--- src/rtl/clock_divider_multi_pkg.sv ---
// Shared constants and divisor helpers for the multi-channel clock divider.
// Optional sync alignment is enabled by defining CLOCK_DIVIDER_SYNC_START_EN.
package clock_div_pkg;

  localparam int DEF_CHANNELS = 4;
  localparam int DEF_WIDTH    = 32;
  // Helpers operate on a wide word so any WIDTH up to 64 can share them.
  localparam int MAX_WIDTH    = 64;
  localparam logic [MAX_WIDTH-1:0] MIN_DIV = 64'd2;

  function automatic logic [MAX_WIDTH-1:0] eff_div(input logic [MAX_WIDTH-1:0] n);
    logic [MAX_WIDTH-1:0] r;
    if (n < MIN_DIV) begin
      r = MIN_DIV;
    end else begin
      r = n;
    end
    return r;
  endfunction

  function automatic logic [MAX_WIDTH-1:0] high_len(input logic [MAX_WIDTH-1:0] n);
    return n - (n >> 1);
  endfunction

endpackage

--- src/rtl/clock_divider_multi_if.sv ---
// Bus grouping enables, divisors and divided outputs of clock_divider_multi.
// The sync line exists only when CLOCK_DIVIDER_SYNC_START_EN is defined.
interface clock_divider_multi_if #(
  parameter int CHANNELS = 4,
  parameter int WIDTH    = 32
);
  logic [CHANNELS-1:0]       en;
  logic [CHANNELS*WIDTH-1:0] div;
  logic [CHANNELS-1:0]       outclk;
  logic [CHANNELS-1:0]       tick;
`ifdef CLOCK_DIVIDER_SYNC_START_EN
  logic                      sync;

  modport master (output en, output div, output sync, input outclk, input tick);
  modport slave  (input en, input div, input sync, output outclk, output tick);
`else
  modport master (output en, output div, input outclk, input tick);
  modport slave  (input en, input div, output outclk, output tick);
`endif
endinterface

--- src/rtl/clock_divider_multi_channel.sv ---
// One independent divider channel: glitch-free period reload at boundaries.
// A sync input is present only when CLOCK_DIVIDER_SYNC_START_EN is defined.
module clock_div_channel
  import clock_div_pkg::*;
#(
  parameter int WIDTH = DEF_WIDTH
) (
  input  logic             clk,
  input  logic             resetn,
  input  logic             en,
  input  logic [WIDTH-1:0] div,
`ifdef CLOCK_DIVIDER_SYNC_START_EN
  input  logic             sync,
`endif
  output logic             outclk,
  output logic             tick
);

  logic [WIDTH-1:0] counter_q, counter_d;
  logic [WIDTH-1:0] act_div_q, act_div_d;
  logic             running_q, running_d;
  logic             outclk_q, outclk_d;
  logic             tick_q, tick_d;

  logic [WIDTH-1:0] eff_s;
  logic [WIDTH-1:0] h_act_s;
  logic [WIDTH-1:0] cnt_inc_s;
  logic             restart_s;

  assign eff_s     = WIDTH'(eff_div(MAX_WIDTH'(div)));
  assign h_act_s   = WIDTH'(high_len(MAX_WIDTH'(act_div_q)));
  assign cnt_inc_s = counter_q + WIDTH'(1);

`ifdef CLOCK_DIVIDER_SYNC_START_EN
  assign restart_s = ~running_q | sync;
`else
  assign restart_s = ~running_q;
`endif

  // Next-state: disable, start/sync, period boundary, or advance within period.
  always_comb begin
    counter_d = counter_q;
    act_div_d = act_div_q;
    running_d = running_q;
    outclk_d  = outclk_q;
    tick_d    = 1'b0;
    if (!en) begin
      counter_d = WIDTH'(0);
      act_div_d = eff_s;
      running_d = 1'b0;
      outclk_d  = 1'b0;
    end else if (restart_s || (counter_q >= act_div_q - WIDTH'(1))) begin
      // Start, sync and boundary all begin a fresh period with the new divisor.
      counter_d = WIDTH'(0);
      act_div_d = eff_s;
      running_d = 1'b1;
      outclk_d  = 1'b1;
      tick_d    = 1'b1;
    end else begin
      counter_d = cnt_inc_s;
      outclk_d  = (cnt_inc_s < h_act_s);
    end
  end

  // State register with synchronous active-low reset.
  always_ff @(posedge clk) begin
    if (!resetn) begin
      counter_q <= WIDTH'(0);
      act_div_q <= eff_s;
      running_q <= 1'b0;
      outclk_q  <= 1'b0;
      tick_q    <= 1'b0;
    end else begin
      counter_q <= counter_d;
      act_div_q <= act_div_d;
      running_q <= running_d;
      outclk_q  <= outclk_d;
      tick_q    <= tick_d;
    end
  end

  assign outclk = outclk_q;
  assign tick   = tick_q;

endmodule

--- src/rtl/clock_divider_multi.sv ---
// Multi-channel programmable clock divider: one clock_div_channel per channel.
// Defining CLOCK_DIVIDER_SYNC_START_EN adds a sync input that realigns all enabled channels.
module clock_divider_multi
  import clock_div_pkg::*;
#(
  parameter int CHANNELS = DEF_CHANNELS,
  parameter int WIDTH    = DEF_WIDTH
) (
  input  logic           refclk,
  input  logic           resetn,
  clock_divider_multi_if.slave bus
);

  logic [CHANNELS-1:0] outclk_s;
  logic [CHANNELS-1:0] tick_s;

  for (genvar i = 0; i < CHANNELS; i++) begin : g_ch
    clock_div_channel #(.WIDTH(WIDTH)) u_ch (
      .clk    (refclk),
      .resetn (resetn),
      .en     (bus.en[i]),
      .div    (bus.div[i*WIDTH +: WIDTH]),
`ifdef CLOCK_DIVIDER_SYNC_START_EN
      .sync   (bus.sync),
`endif
      .outclk (outclk_s[i]),
      .tick   (tick_s[i])
    );
  end

  assign bus.outclk = outclk_s;
  assign bus.tick   = tick_s;

endmodule

--- src/flat_wrapper.sv ---
// flat-port wrapper written by rule: the top's interface ports become plain ports
module clock_divider_multi_flat import clock_div_pkg::*;
#(
  parameter int CHANNELS = DEF_CHANNELS,
  parameter int WIDTH    = DEF_WIDTH
)
  (refclk, resetn, bus_en, bus_div, bus_outclk, bus_tick);
  clock_divider_multi_if #(.CHANNELS(CHANNELS), .WIDTH(WIDTH)) bus_i ();
  input  logic refclk;
  input  logic resetn;
  input wire logic [$bits(bus_i.en)-1:0] bus_en;
  input wire logic [$bits(bus_i.div)-1:0] bus_div;
  output wire logic [$bits(bus_i.outclk)-1:0] bus_outclk;
  output wire logic [$bits(bus_i.tick)-1:0] bus_tick;
  assign bus_i.en = bus_en;
  assign bus_i.div = bus_div;
  assign bus_outclk = bus_i.outclk;
  assign bus_tick = bus_i.tick;
  clock_divider_multi #(.CHANNELS(CHANNELS), .WIDTH(WIDTH)) u_core (.refclk(refclk), .resetn(resetn), .bus(bus_i));
endmodule
--- config.mk ---
export PLATFORM = sky130hd
export DESIGN_NAME = clock_divider_multi_flat
export DESIGN_NICKNAME = d
export VERILOG_FILES = /design/src/rtl/clock_divider_multi_pkg.sv /design/src/rtl/clock_divider_multi_if.sv /design/src/rtl/clock_divider_multi_channel.sv /design/src/rtl/clock_divider_multi.sv /design/src/flat_wrapper.sv
export SDC_FILE = /design/constraint.sdc
export NUM_CORES = 1
export LEC_CHECK = 0
export ABC_AREA = 1
export CORE_MARGIN = 2
export CORE_UTILIZATION = 37
export CTS_BUF_LIST = sky130_fd_sc_hd__clkbuf_4 sky130_fd_sc_hd__clkbuf_8
export CTS_CLUSTER_DIAMETER = 120
export DETAILED_ROUTE_END_ITERATION = 6
export HOLD_SLACK_MARGIN = 0.05
export RECOVER_POWER = 50
export SLEW_MARGIN = 10
export SYNTH_ARGS = -nofsm -noshare
export SYNTH_HDL_FRONTEND = slang
export SYNTH_HIERARCHICAL = 1
export SYNTH_SLANG_ARGS = --single-unit
export TNS_END_PERCENT = 20
--- constraint.sdc ---
create_clock -name refclk -period 4.5 [get_ports refclk]
set_input_delay 0.9 -clock refclk [delete_from_list [all_inputs] [get_ports refclk]]
set_output_delay 0.9 -clock refclk [all_outputs]
set_load 0.01 [all_outputs]
==> flow_metrics.env <==
export IMPL_outcome="complete, no violations"
export IMPL_hpwl_mm=79.6
export IMPL_worst_path_buf_inv=4
export IMPL_clk_pin_slew_ns=0.06
export IMPL_post_cts_buffers=0
export IMPL_top_usage_layer="met2"
export IMPL_ff2ff_path_depth=17
export IMPL_cp_required_ns=4.79
export IMPL_tns_ns=0
export IMPL_clk_path_buf_depth=3
export IMPL_min_period_ns=4.03
export IMPL_reg2reg_from="u_core/g_ch[2].u_ch/act_div_q[2]"
export IMPL_ys_top_cells_by_area="ha_1, nand2_1, edfxtp_1, dfxtp_1, inv_1"
export IMPL_cts_repair_resized=0
export IMPL_finalSetupViolations=0
export IMPL_place_congestion=0.957
export IMPL_slowest_stage="clkbuf_2"
export IMPL_vias=28700
export IMPL_start_util=0.374
export IMPL_ios=142
export IMPL_finalHoldViolations=0
export IMPL_reg2reg_setup_slack_ns=0.47
export IMPL_yosysTopAreaCellShare=0.213
export IMPL_final_core_util=0.418
export IMPL_row_count=106
export IMPL_max_freq_mhz=248
export IMPL_power_uw=8090
export IMPL_ff_latch_area_um2=6650
export IMPL_layout_drive_gt1_share=0.0495
export IMPL_slew_limit_headroom=0.335
export IMPL_finalMaxSlewViolations=0
export IMPL_cts_root_buffer="clkbuf_8"
export IMPL_fin_nets=5352
export IMPL_die_area_um2=86900
export IMPL_cp_cell_sequence="inv_1 -> ha_1 -> nand2_1 -> nand3_1 -> inv_1 -> o211ai_1 -> nor2_1 -> xor2_1 -> inv_1 -> ha_1 -> nand2_1 -> nor2_1 -> nand4_1 -> a21oi_1 -> nor2_1 -> nand3_2 -> clkbuf_2"
export IMPL_netlist_area_um2=31300
export IMPL_grt_use_met2=0.351
export IMPL_grt_usage=0.213
export IMPL_grt_start_max_net_pins=65
export IMPL_synth_area_per_cell_um2=6.79
export IMPL_clk_latency_ns=0.67
export IMPL_r2r_end="u_core/g_ch[2].u_ch/act_div_q[3]"
export IMPL_tightest_slew_ns=0.998
export IMPL_drc_errors=0
export IMPL_coreArea_um2=83700
export IMPL_htree_num_levels=2
export IMPL_io_buffer_count=141
export IMPL_multiInputGateArea_um2=21300
export IMPL_startpoint_type="flop"
export IMPL_min_path_type="reg -> reg"
export IMPL_via_per_inst=4.89
export IMPL_antenna_found_initial=7
export IMPL_yosysUniqueCellTypes=51
export IMPL_cts_tree="built"
export IMPL_arrival_ns=4.32
export IMPL_cts_sinks=268
export IMPL_cts_buffers=54
export IMPL_mostFrequentLayoutCells="nand2_1, inv_1, nor2_1"
export IMPL_end_kind="flop"
export IMPL_peakVddDrop_mv=0.238
export IMPL_wl_per_cell_um=15.8
export IMPL_areaGrowthSynthToFinish_pct=11.6
export IMPL_critical_path_endpoint="u_core/g_ch[2].u_ch/act_div_q[3]"
export IMPL_critPathLaunch="u_core/g_ch[2].u_ch/act_div_q[2]"
export IMPL_cp_top_family="buffers and inverters"
export IMPL_final_common_cell="nand2_1"
export IMPL_drv_cap=0
export IMPL_final_antenna_net_count=0
export IMPL_crit_type="reg -> reg"
export IMPL_first_global_vias=27900
export IMPL_grt_pass1_wl_mm=147
export IMPL_leakagePower_uw=0.0175
export IMPL_die_h_um=295
export IMPL_place_ws_ns=0.598
export IMPL_synth_seq_cells=268
export IMPL_holdWs_ns=0.458
export IMPL_rsz0062_at_grt="false"
export IMPL_min_period_over_period=0.895
export IMPL_yosys_area_top_type="ha_1"
export IMPL_drt_iter0_drc=1861
export IMPL_cts_hold_buffers=0
export IMPL_cp_max_fo=40
export IMPL_skew_ns=0.0514
export IMPL_fillerInstances=8831
export IMPL_grt_met1_usage=0.291
export IMPL_cp_num_cells=17
export IMPL_die_w_um=295
export IMPL_drt_pass1_iter_count=6
export IMPL_use_met3=0.0247
export IMPL_synth_cells=4611
export IMPL_syn_num_nets=5281
export IMPL_seq_area_frac_synth=0.212
export IMPL_slowest_delay_ns=0.74
export IMPL_drt_total_wl_mm=92.9
export IMPL_grt_overflow_total=0
export IMPL_power_density_nw_per_um2=232
export IMPL_timing_final_ws_setup_ns=0.471
export IMPL_yosys_warnings=6
[worst min path at each step]
stage                                             to                              from  cells past startpoint  slack, ns
floorplan           u_core/g_ch[0].u_ch/counter_q[0]  u_core/g_ch[0].u_ch/counter_q[0]                      1       0.43
global placement    u_core/g_ch[2].u_ch/counter_q[0]  u_core/g_ch[2].u_ch/counter_q[0]                      1       0.45
detailed placement  u_core/g_ch[0].u_ch/counter_q[0]  u_core/g_ch[0].u_ch/counter_q[0]                      1       0.45
CTS                 u_core/g_ch[0].u_ch/counter_q[0]  u_core/g_ch[0].u_ch/counter_q[0]                      1       0.46
global route        u_core/g_ch[2].u_ch/counter_q[0]  u_core/g_ch[2].u_ch/counter_q[0]                      1       0.49
finish              u_core/g_ch[0].u_ch/counter_q[0]  u_core/g_ch[0].u_ch/counter_q[0]                      1       0.46
[registers in the layout (all words and copies together), names as in the netlist]
name                        count
u_core/g_ch.u_ch/tick           4
u_core/g_ch.u_ch/counter_q    128
u_core/g_ch.u_ch/act_div_q    128
u_core/g_ch.u_ch/outclk         4
u_core/g_ch.u_ch/running_q      4
[kinds of logic after synthesis]
family | Yosys count | share of synthesized area
buffers and inverters | 880 | 0.106
xor gates and xnor gates | 261 | 0.0742
AOI/OAI and AO/OA | 493 | 0.0883
DFF | 268 | 0.212
and+or+nand+nor | 2173 | 0.304
adders and majority gates | 536 | 0.215
[stage by stage]
stage | instances | cell area [um2]
floorplan | 4611 | 31300
global placement | 5760 | 33700
detailed placement | 5760 | 33700
CTS | 5860 | 35000
global route | 5862 | 34900
finish | 5862 | 34900
[power breakdown]
group / total [uW] / leakage [uW] / internal (uW) / switching [uW]
Sequential: 2730 / 0.00247 / 2640 / 87.3
Clock: 2910 / 0.000636 / 1700 / 1210
Combinational: 2450 / 0.0144 / 851 / 1600
Total: 8090 / 0.0175 / 5200 / 2900
[metal layers]
metal  share of wire  vias up
met5         0.00024        -
met4           0.029        4
met3           0.049      138
met2            0.44      658
met1            0.48    12900
li1                -    15000
[cells in the mapped netlist, drive strengths merged]
master / instances
nor2: 586
and3: 4
a21boi: 8
clkbuf: 120
o21a: 12
nand3: 230
nand2: 1075
o21ai: 139
fa: 4
dfxtp: 140
nand2b: 1
ha: 532
buf: 14
a2111oi: 1
a21oi: 257
nand4: 98
o2111ai: 1
nor3b: 1
edfxtp: 128
nor4: 44
a21o: 20
or2: 12
o21bai: 37
o211ai: 8
or3: 1
xor2: 246
xnor2: 15
nor3: 110
o31ai: 1
inv: 746
nand3b: 11
a31oi: 9
[worst register-to-register path, stage by stage (launching register included)]
cell      delay (ns)
edfxtp_1        0.44
inv_1           0.21
ha_1            0.20
nand2_1         0.07
nand3_1         0.20
inv_1           0.07
o211ai_1        0.40
nor2_1          0.12
xor2_1          0.15
inv_1           0.07
ha_1            0.27
nand2_1         0.06
nor2_1          0.15
nand4_1         0.12
a21oi_1         0.17
nor2_1          0.09
nand3_2         0.08
clkbuf_2        0.74
[area by class of cell]
cell class	count	share of cell area
inverter	746	0.0801
timing repair buffer	149	0.0429
multi-input combinational	3463	0.611
tap	1134	0.0406
clock inverter	28	0.00870
antenna	2	0.000143
sequential	268	0.190
clock buffer	72	0.0267
(Power assumes the default switching activity.)
